### src/rtl/mux_pkg.sv
// Shared constants for the N:1 scanning channel multiplexer.
// Holds the mode encoding and the EMPTY/FULL state encoding.
package mux_pkg;

    localparam logic MODE_DIRECT = 1'b0;
    localparam logic MODE_SCAN   = 1'b1;

    localparam logic [0:0] ST_EMPTY = 1'b0;
    localparam logic [0:0] ST_FULL  = 1'b1;

endpackage

### src/rtl/mux_scan_ptr.sv
// Modulo-N_CH scan pointer with a last-channel flag.
// Advances only on i_adv and wraps from N_CH-1 back to 0.
module mux_scan_ptr #(
    parameter int N_CH  = 8,
    parameter int SEL_W = $clog2(N_CH)
) (
    input  logic             i_clk,
    input  logic             i_rst_n,
    input  logic             i_adv,
    output logic [SEL_W-1:0] o_ptr,
    output logic             o_last
);

    logic [SEL_W-1:0] ptr_q;

    assign o_ptr  = ptr_q;
    assign o_last = (ptr_q == SEL_W'(N_CH - 1));

    always_ff @(posedge i_clk or negedge i_rst_n) begin
        if (!i_rst_n) begin
            ptr_q <= '0;
        end else if (i_adv) begin
            ptr_q <= o_last ? '0 : ptr_q + 1'b1;
        end
    end

endmodule

### src/rtl/mux_n_1_scan.sv
// Registered N:1 channel mux with valid/ready output and auto-scan.
// Define MUX_N_1_SCAN_TRISTATE_EN to float o_f whenever o_valid is low.
module mux_n_1_scan
    import mux_pkg::*;
#(
    parameter  int N_CH  = 8,
    parameter  int W     = 1,
    localparam int SEL_W = $clog2(N_CH)
) (
    input  logic              i_clk,
    input  logic              i_rst_n,
    input  logic              i_en,
    input  logic              i_mode,
    input  logic [N_CH*W-1:0] i_code,
    input  logic [SEL_W-1:0]  i_sel_code,
    input  logic              i_ready,
    output logic              o_valid,
    output logic [W-1:0]      o_f,
    output logic [SEL_W-1:0]  o_ch,
    output logic              o_wrap
);

    logic [0:0]       st_q;
    logic [W-1:0]     f_q;
    logic [SEL_W-1:0] ch_q;
    logic             wrap_q;

    logic             scan;
    logic             load;
    logic [SEL_W-1:0] ptr;
    logic             ptr_last;
    logic [SEL_W-1:0] idx;
    logic [W-1:0]     sel_data;

    assign scan = (i_mode == MODE_SCAN);
    // i_ready reaches load combinationally so a full register can refill
    assign load = i_en & ((st_q == ST_EMPTY) | i_ready);
    assign idx  = scan ? ptr : i_sel_code;

    mux_scan_ptr #(
        .N_CH  (N_CH),
        .SEL_W (SEL_W)
    ) u_ptr (
        .i_clk   (i_clk),
        .i_rst_n (i_rst_n),
        .i_adv   (load & scan),
        .o_ptr   (ptr),
        .o_last  (ptr_last)
    );

    // Out-of-range indices fall through to the all-zero default
    always_comb begin
        sel_data = '0;
        for (int k = 0; k < N_CH; k++) begin
            if (idx == SEL_W'(k)) begin
                sel_data = i_code[k*W +: W];
            end
        end
    end

    always_ff @(posedge i_clk or negedge i_rst_n) begin
        if (!i_rst_n) begin
            st_q   <= ST_EMPTY;
            f_q    <= '0;
            ch_q   <= '0;
            wrap_q <= 1'b0;
        end else if (load) begin
            st_q   <= ST_FULL;
            f_q    <= sel_data;
            ch_q   <= idx;
            wrap_q <= scan & ptr_last;
        end else if ((st_q == ST_FULL) && i_ready) begin
            st_q   <= ST_EMPTY;
        end
    end

    assign o_valid = (st_q == ST_FULL);
    assign o_ch    = ch_q;
    assign o_wrap  = wrap_q;

`ifdef MUX_N_1_SCAN_TRISTATE_EN
    assign o_f = o_valid ? f_q : {W{1'bz}};
`else
    assign o_f = o_valid ? f_q : '0;
`endif

endmodule

### config.mk
export PLATFORM = sky130hd
export DESIGN_NAME = mux_n_1_scan
export DESIGN_NICKNAME = d
export VERILOG_FILES = /design/src/rtl/mux_pkg.sv /design/src/rtl/mux_scan_ptr.sv /design/src/rtl/mux_n_1_scan.sv
export SDC_FILE = /design/constraint.sdc
export NUM_CORES = 1
export LEC_CHECK = 0
export CORE_AREA = 2 2 39 41
export CTS_BUF_LIST = sky130_fd_sc_hd__clkbuf_8
export DETAILED_ROUTE_END_ITERATION = 6
export DIE_AREA = 0 0 41 43
export GPL_TIMING_DRIVEN = 0
export HOLD_SLACK_MARGIN = 0.12
export PLACE_DENSITY = 0.72
export REMOVE_ABC_BUFFERS = 1
export SETUP_SLACK_MARGIN = 0.1
export SLEW_MARGIN = 40
export SYNTH_ARGS = -nofsm -noshare
export SYNTH_HDL_FRONTEND = slang
export SYNTH_SLANG_ARGS = --single-unit
### constraint.sdc
create_clock -name i_clk -period 1.6 [get_ports i_clk]
set_input_delay 0.4 -clock i_clk [delete_from_list [all_inputs] [get_ports i_clk]]
set_output_delay 0.4 -clock i_clk [all_outputs]
set_load 0.02 [all_outputs]
==> out/metrics.cfg, run 1 <==
[synthesis]
netlist_instances = 35
syn-cell-area_um2 = 464
synth_mux_area_share_pct = 31.0
synth-xor-area-share_pct = 0
avgSynthCellArea_um2 = 13.3
synth-seq-cells = 9
synth_compound_area_share_pct = 4.85
yosysWarnings = 0
yosys.area_share.simple_pct = 10.2
yosysUniqueCellTypes = 14
synth-seq-area-share_pct = 48.5
synth_top_family_by_area = multiplexers
synth_fa_ha_area_share_pct = 5.39

[setup_path]
reg2reg_from = u_ptr.o_ptr[0]
startpoint_type = input pin
endpoint = o_ch[2]
cp-startpoint = i_ready
end_kind = flip-flop
critPathKind = input pin to flip-flop
reg2reg_to = f_q
rr_worst_depth = 4
worstPathMaxFanout = 8
worstPathRequired_ns = 1.72
cp.arrival_ns = 1.57
rrSetupSlack_ns = 0.15

[cells_and_area]
final_common_cell = clkdlybuf4s50_1
instances_no_fill = 77
finish.utilization_pct = 53.3
syn2layout_area_growth_pct = 58.8
final_cell_mix = 12 x clkdlybuf4s50_1, 9 x dfrtp_1, 5 x nand2_1, 5 x dlygate4sd2_1, 4 x mux2_2
diodes = 0
layout.nets = 80
layout-drive-gt1-share_pct = 21.3
fillers = 133
final_cell_area_um2 = 737

[die]
rows = 14
start_util_pct = 33.5
ios = 22
dieArea_um2 = 1760
die_x_um = 41
core_region_area_um2 = 1380
die_y_um = 43

[global_route]
grtUsageTotal_pct = 13.7
grt_pass1_vias = 354
grt_pass1_wl_mm = 1.60
antenna_found_initial = 0
grt-ovfl-total = 0
grt_max_degree = 10

[power]
power_mw = 0.942
p_leak_nw = 0.360
vdd_drop_max_v = 0.000816
power.density_nw_per_um2 = 1280

[route]
routedWlPerCell_um = 13.3
first_iter_violations = 4
antenna_left = 0
drt-total-wl_mm = 1.02
remaining_drc_errors = 0
vias_per_cell = 4.64
first_pass_iters = 2
vias = 357

[place]
io_buffers = 21
dp_slack_ns = -0.594
post_dp_cell_area_um2 = 694
dp_hpwl_um = 752
gp_congestion = 0.711
dp_cells = 72

[timing]
finClkSkew_ns = 0.00535
tightest_slew_ns = 0.416
hold_violations = 0
rsz0062_at_grt = yes
finalCriticalPeriod_ns = 1.46
fmax_mhz = 687
worst_hold_slack_ns = 0.470
final.setup.worst_slack_ns = 0.144
setup_tns_ns = 0
finalSetupViolations = 0
min_period_over_period_pct = 91.0
drv_slew = 0
slew_headroom_pct = 72.2

[clock_tree]
cts.clk_slew.worst_paths_ns = 0.05
clock-root-buffer = clkbuf_8
worstSkewPairLatency_ns = 0.23
numCtsBuffers = 3
htree_num_levels = 1
cts_sinks = 9
cts_tree = done
cts_buffer_depth = 2

[hold_path]
hold_path_class = input pin to asynchronous set/reset pin

[outcome]
status = complete, no violations

[flow_run]
drv_cap = 0

sequential cells by signal, indices dropped and copies added (netlist names):
signal	flops
o_ch	3
u_ptr.o_ptr	3
f_q	1
o_valid	1
o_wrap	1
synth_stat cells:
library cell	number	area [µm²]
a21o_1	1	7.51
mux4_1	2	52.6
mux2_4	1	15.0
nand3_1	1	5.00
dfrtp_1	9	225
o21ai_0	2	10.0
mux2i_1	2	20.0
nand2_1	5	18.8
mux2_2	5	56.3
and2_1	1	6.26
nor3_1	1	5.00
ha_1	2	25.0
o21ai_1	1	5.00
nand2b_1	2	12.5
worst min-delay path by stage:
| stage | cells after the start | to | slack (ns) | from |
|---|---|---|---|---|
| 2_1_floorplan | 0 | f_q | 0.10 | i_rst_n |
| 3_3_place_gp | 2 | o_ch[1] | 0.46 | o_ch[1] |
| 3_5_place_dp | 2 | o_wrap | 0.47 | o_wrap |
| 4_1_cts | 2 | o_wrap | 0.48 | o_wrap |
| 5_1_grt | 2 | o_wrap | 0.50 | o_wrap |
| 6_report | 1 | o_ch[1] | 0.47 | i_rst_n |
power breakdown:
part	internal, mW	total [mW]	switching [mW]
clock	0.167	0.256	0.0893
combinational	0.193	0.337	0.144
sequential	0.301	0.349	0.0475
logic make-up (layout without fill, tap and decap cells):
| family | count (synthesis) | in the layout |
|---|---|---|
| DFF | 9 | 9 |
| AOI/OAI and AO/OA | 4 | 4 |
| buffers and inverters | 0 | 26 |
| and+or+nand+nor | 10 | 10 |
| muxes | 10 | 10 |
| adders and majority gates | 2 | 2 |
cell type report:
type / count / area, µm² / area share, %
clock buffers: 3 / 41.3 / 5.60
clock inverters: 1 / 3.75 / 0.509
multi-input cells: 26 / 235 / 31.9
flip-flops and latches: 9 / 225 / 30.6
well taps: 16 / 20.0 / 2.72
repair buffers: 22 / 211 / 28.7
critical path, stage by stage:
cell and delay, ns:
clkdlybuf4s50_1 0.39, nand2b_1 0.18, nand2_1 0.23, mux2_2 0.37
layer usage:
layer	global-route usage, %	wire (µm)
met5	0	0
met3	6.81	86
met4	4.00	0
met1	18.5	448
met2	19.1	489
timing repair:
item,CTS,global route
resized for setup,10,5
pin swaps,0,1
hold buffers,0,0
endpoints found under the setup margin,9,2
buffers inserted,0,1
(Power assumes the default switching activity.)
==> run 2: changes to the inputs <==
--- a/config.mk
+++ b/config.mk
@@ -5,6 +5,7 @@
 export SDC_FILE = /design/constraint.sdc
 export NUM_CORES = 1
 export LEC_CHECK = 0
+export ABC_CLOCK_PERIOD_IN_PS = 1600
 export CORE_AREA = 2 2 39 41
 export CTS_BUF_LIST = sky130_fd_sc_hd__clkbuf_8
 export DETAILED_ROUTE_END_ITERATION = 6
==> results of run 2 <==
Final layout, timing and power as in run 1 (identical DEF).
==> run 3: changes to the inputs <==
--- a/config.mk
+++ b/config.mk
@@ -6,13 +6,14 @@
 export NUM_CORES = 1
 export LEC_CHECK = 0
 export ABC_CLOCK_PERIOD_IN_PS = 1600
-export CORE_AREA = 2 2 39 41
+export CAP_MARGIN = 20
+export CORE_MARGIN = 2
+export CORE_UTILIZATION = 30
 export CTS_BUF_LIST = sky130_fd_sc_hd__clkbuf_8
 export DETAILED_ROUTE_END_ITERATION = 6
-export DIE_AREA = 0 0 41 43
 export GPL_TIMING_DRIVEN = 0
 export HOLD_SLACK_MARGIN = 0.12
-export PLACE_DENSITY = 0.72
+export PLACE_DENSITY = 0.64
 export REMOVE_ABC_BUFFERS = 1
 export SETUP_SLACK_MARGIN = 0.1
 export SLEW_MARGIN = 40
==> run 3 against run 2 <==
Net effect:
- cell area increased by 0.17%
- critical path depth decreased by 2
- sequential share of layout area decreased by 0.052 points
- critical path type is now flip-flop to output pin
- non-clock buffer count unchanged
- final cell count unchanged
- hold slack got worse by 0.0021 ns
- sequential cell count unchanged
==> out/metrics.cfg, run 3 (synthesis results as in run 1) <==
[route]
drt-total-wl_um = 982
vias = 346
first_iter_violations = 9
routedWlPerCell_um = 12.8
vias_per_cell = 4.49
first_pass_iters = 4
remaining_drc_errors = 0
antenna_left = 0

[clock_tree]
clock-root-buffer = clkbuf_8
cts_sinks = 9
worstSkewPairLatency_ns = 0.23
cts_buffer_depth = 2
cts_tree = done
numCtsBuffers = 3
htree_num_levels = 1
cts.clk_slew.worst_paths_ns = 0.05
cts_hold_buffers = 0

[timing]
finClkSkew_ns = 0.000831
rsz0062_at_grt = yes
finalSetupViolations = 0
min_period_over_period_pct = 90.9
slew_headroom_pct = 72.3
drv_slew = 0
finalCriticalPeriod_ns = 1.45
hold_violations = 0
fmax_mhz = 688
tightest_slew_ns = 0.415
setup_tns_ns = 0

[cells_and_area]
final_common_cell = clkdlybuf4s50_1
layout-drive-gt1-share_pct = 23.0
diodes = 0
syn2layout_area_growth_pct = 59.0
finish.utilization_pct = 50.2
final_cell_mix = 12 x clkdlybuf4s50_1, 9 x dfrtp_1, 6 x dlygate4sd2_1
layout.nets = 80

[global_route]
met1_usage_pct = 16.8
grtUsageTotal_pct = 12.3
grt-ovfl-total = 0
antenna_found_initial = 0
use_met2_pct = 15.8
grt_pass1_wl_mm = 1.64
grt_max_degree = 10
grt_pass1_vias = 344
met3_usage_pct = 5.42
gr-max-usage-layer = met1

[setup_path]
cp_top_family = flip-flops
worstPathMaxFanout = 3
worstPathRequired_ns = 1.20
critPathKind = flip-flop to output pin
cp.arrival_ns = 1.05
startpoint_type = flip-flop
worst-path-buf-inv = 1
path_depth = 2
end_kind = output pin
cpPeakStageDelay_ns = 0.38
rr_worst_depth = 4
cp_slowest_cell = dfrtp_1
path_cells = and2_1, dlygate4sd2_1

[die]
ios = 22
rows = 14
dieArea_um2 = 1880
core_region_area_um2 = 1470
die_y_um = 43.3
die_x_um = 43.3
start_util_pct = 31.5

[hold_path]
hold_path_class = input pin to asynchronous set/reset pin

[place]
gp_congestion = 0.704
io_buffers = 21

[outcome]
status = complete, no violations

[power]
p_leak_nw = 0.362
power.density_nw_per_um2 = 1280
vdd_drop_max_v = 0.000568

[flow_run]
drv_cap = 0

-- run 3: cell types whose count changed in the layout (fill, tap and decap cells not counted) --
cell	before	now
buf_2	0	1
clkbuf_2	1	0
clkdlybuf4s15_1	1	0
dlygate4sd2_1	5	6
nand2_1	5	4
nand2_2	0	1
-- run 3: final timing paths --
path                                start             end  slack [ns]
max                               o_valid             o_f        0.15
min                               i_rst_n          o_wrap        0.47
max reg2reg                u_ptr.o_ptr[0]             f_q        0.18
min reg2reg                       o_ch[1]         o_ch[1]        0.47
max in group asynchronous         i_rst_n  u_ptr.o_ptr[2]        0.84
min in group i_clk                o_ch[1]         o_ch[1]        0.47
-- run 3: metrics by stage --
step	power [mW]	hold WS (ns)	cells	area [µm²]	worst slack, ns
CTS	0.940	0.475	76	723	-0.0372
global placement	0.690	0.462	72	694	-0.572
floorplan	0.546	0.104	35	464	0.148
global route	1.02	0.496	77	738	0.0873
finish	0.948	0.468	77	738	0.145
detailed placement	0.696	0.469	72	694	-0.567
-- run 3: layout make-up --
cell class                 instances  area (µm²)
clock buffer                       3        41.3
timing repair buffer              22         210
sequential                         9         225
fill                             145         733
clock inverter                     1        3.75
multi-input combinational         26         238
tap                               16        20.0
-- run 3: layer usage --
metal	share of wire, %	up-vias	routed length (µm)
met5	0	-	0
met4	0	0	0
met3	8.9	0	87
met2	43	14	426
met1	48	149	468
li1	-	183	-
-- run 3: power breakdown --
part           internal (mW)  total (mW)  switching [mW]
registers              0.301       0.344          0.0431
clock network          0.167       0.260          0.0930
logic                  0.194       0.344           0.150
total                  0.662       0.948           0.286
-- run 3: timing repair --
action                                  in CTS  in global routing
endpoints found under the setup margin       9                  3
setup buffers                                0                  1
resized for setup                            9                  7
pin swaps                                    0                  1
-- run 3: worst reg2reg max path, stage by stage (launching register included) --
cell,delay [ns]
dfrtp_1,0.37
mux2_4,0.29
mux4_2,0.42
mux2i_1,0.14
o21ai_1,0.08
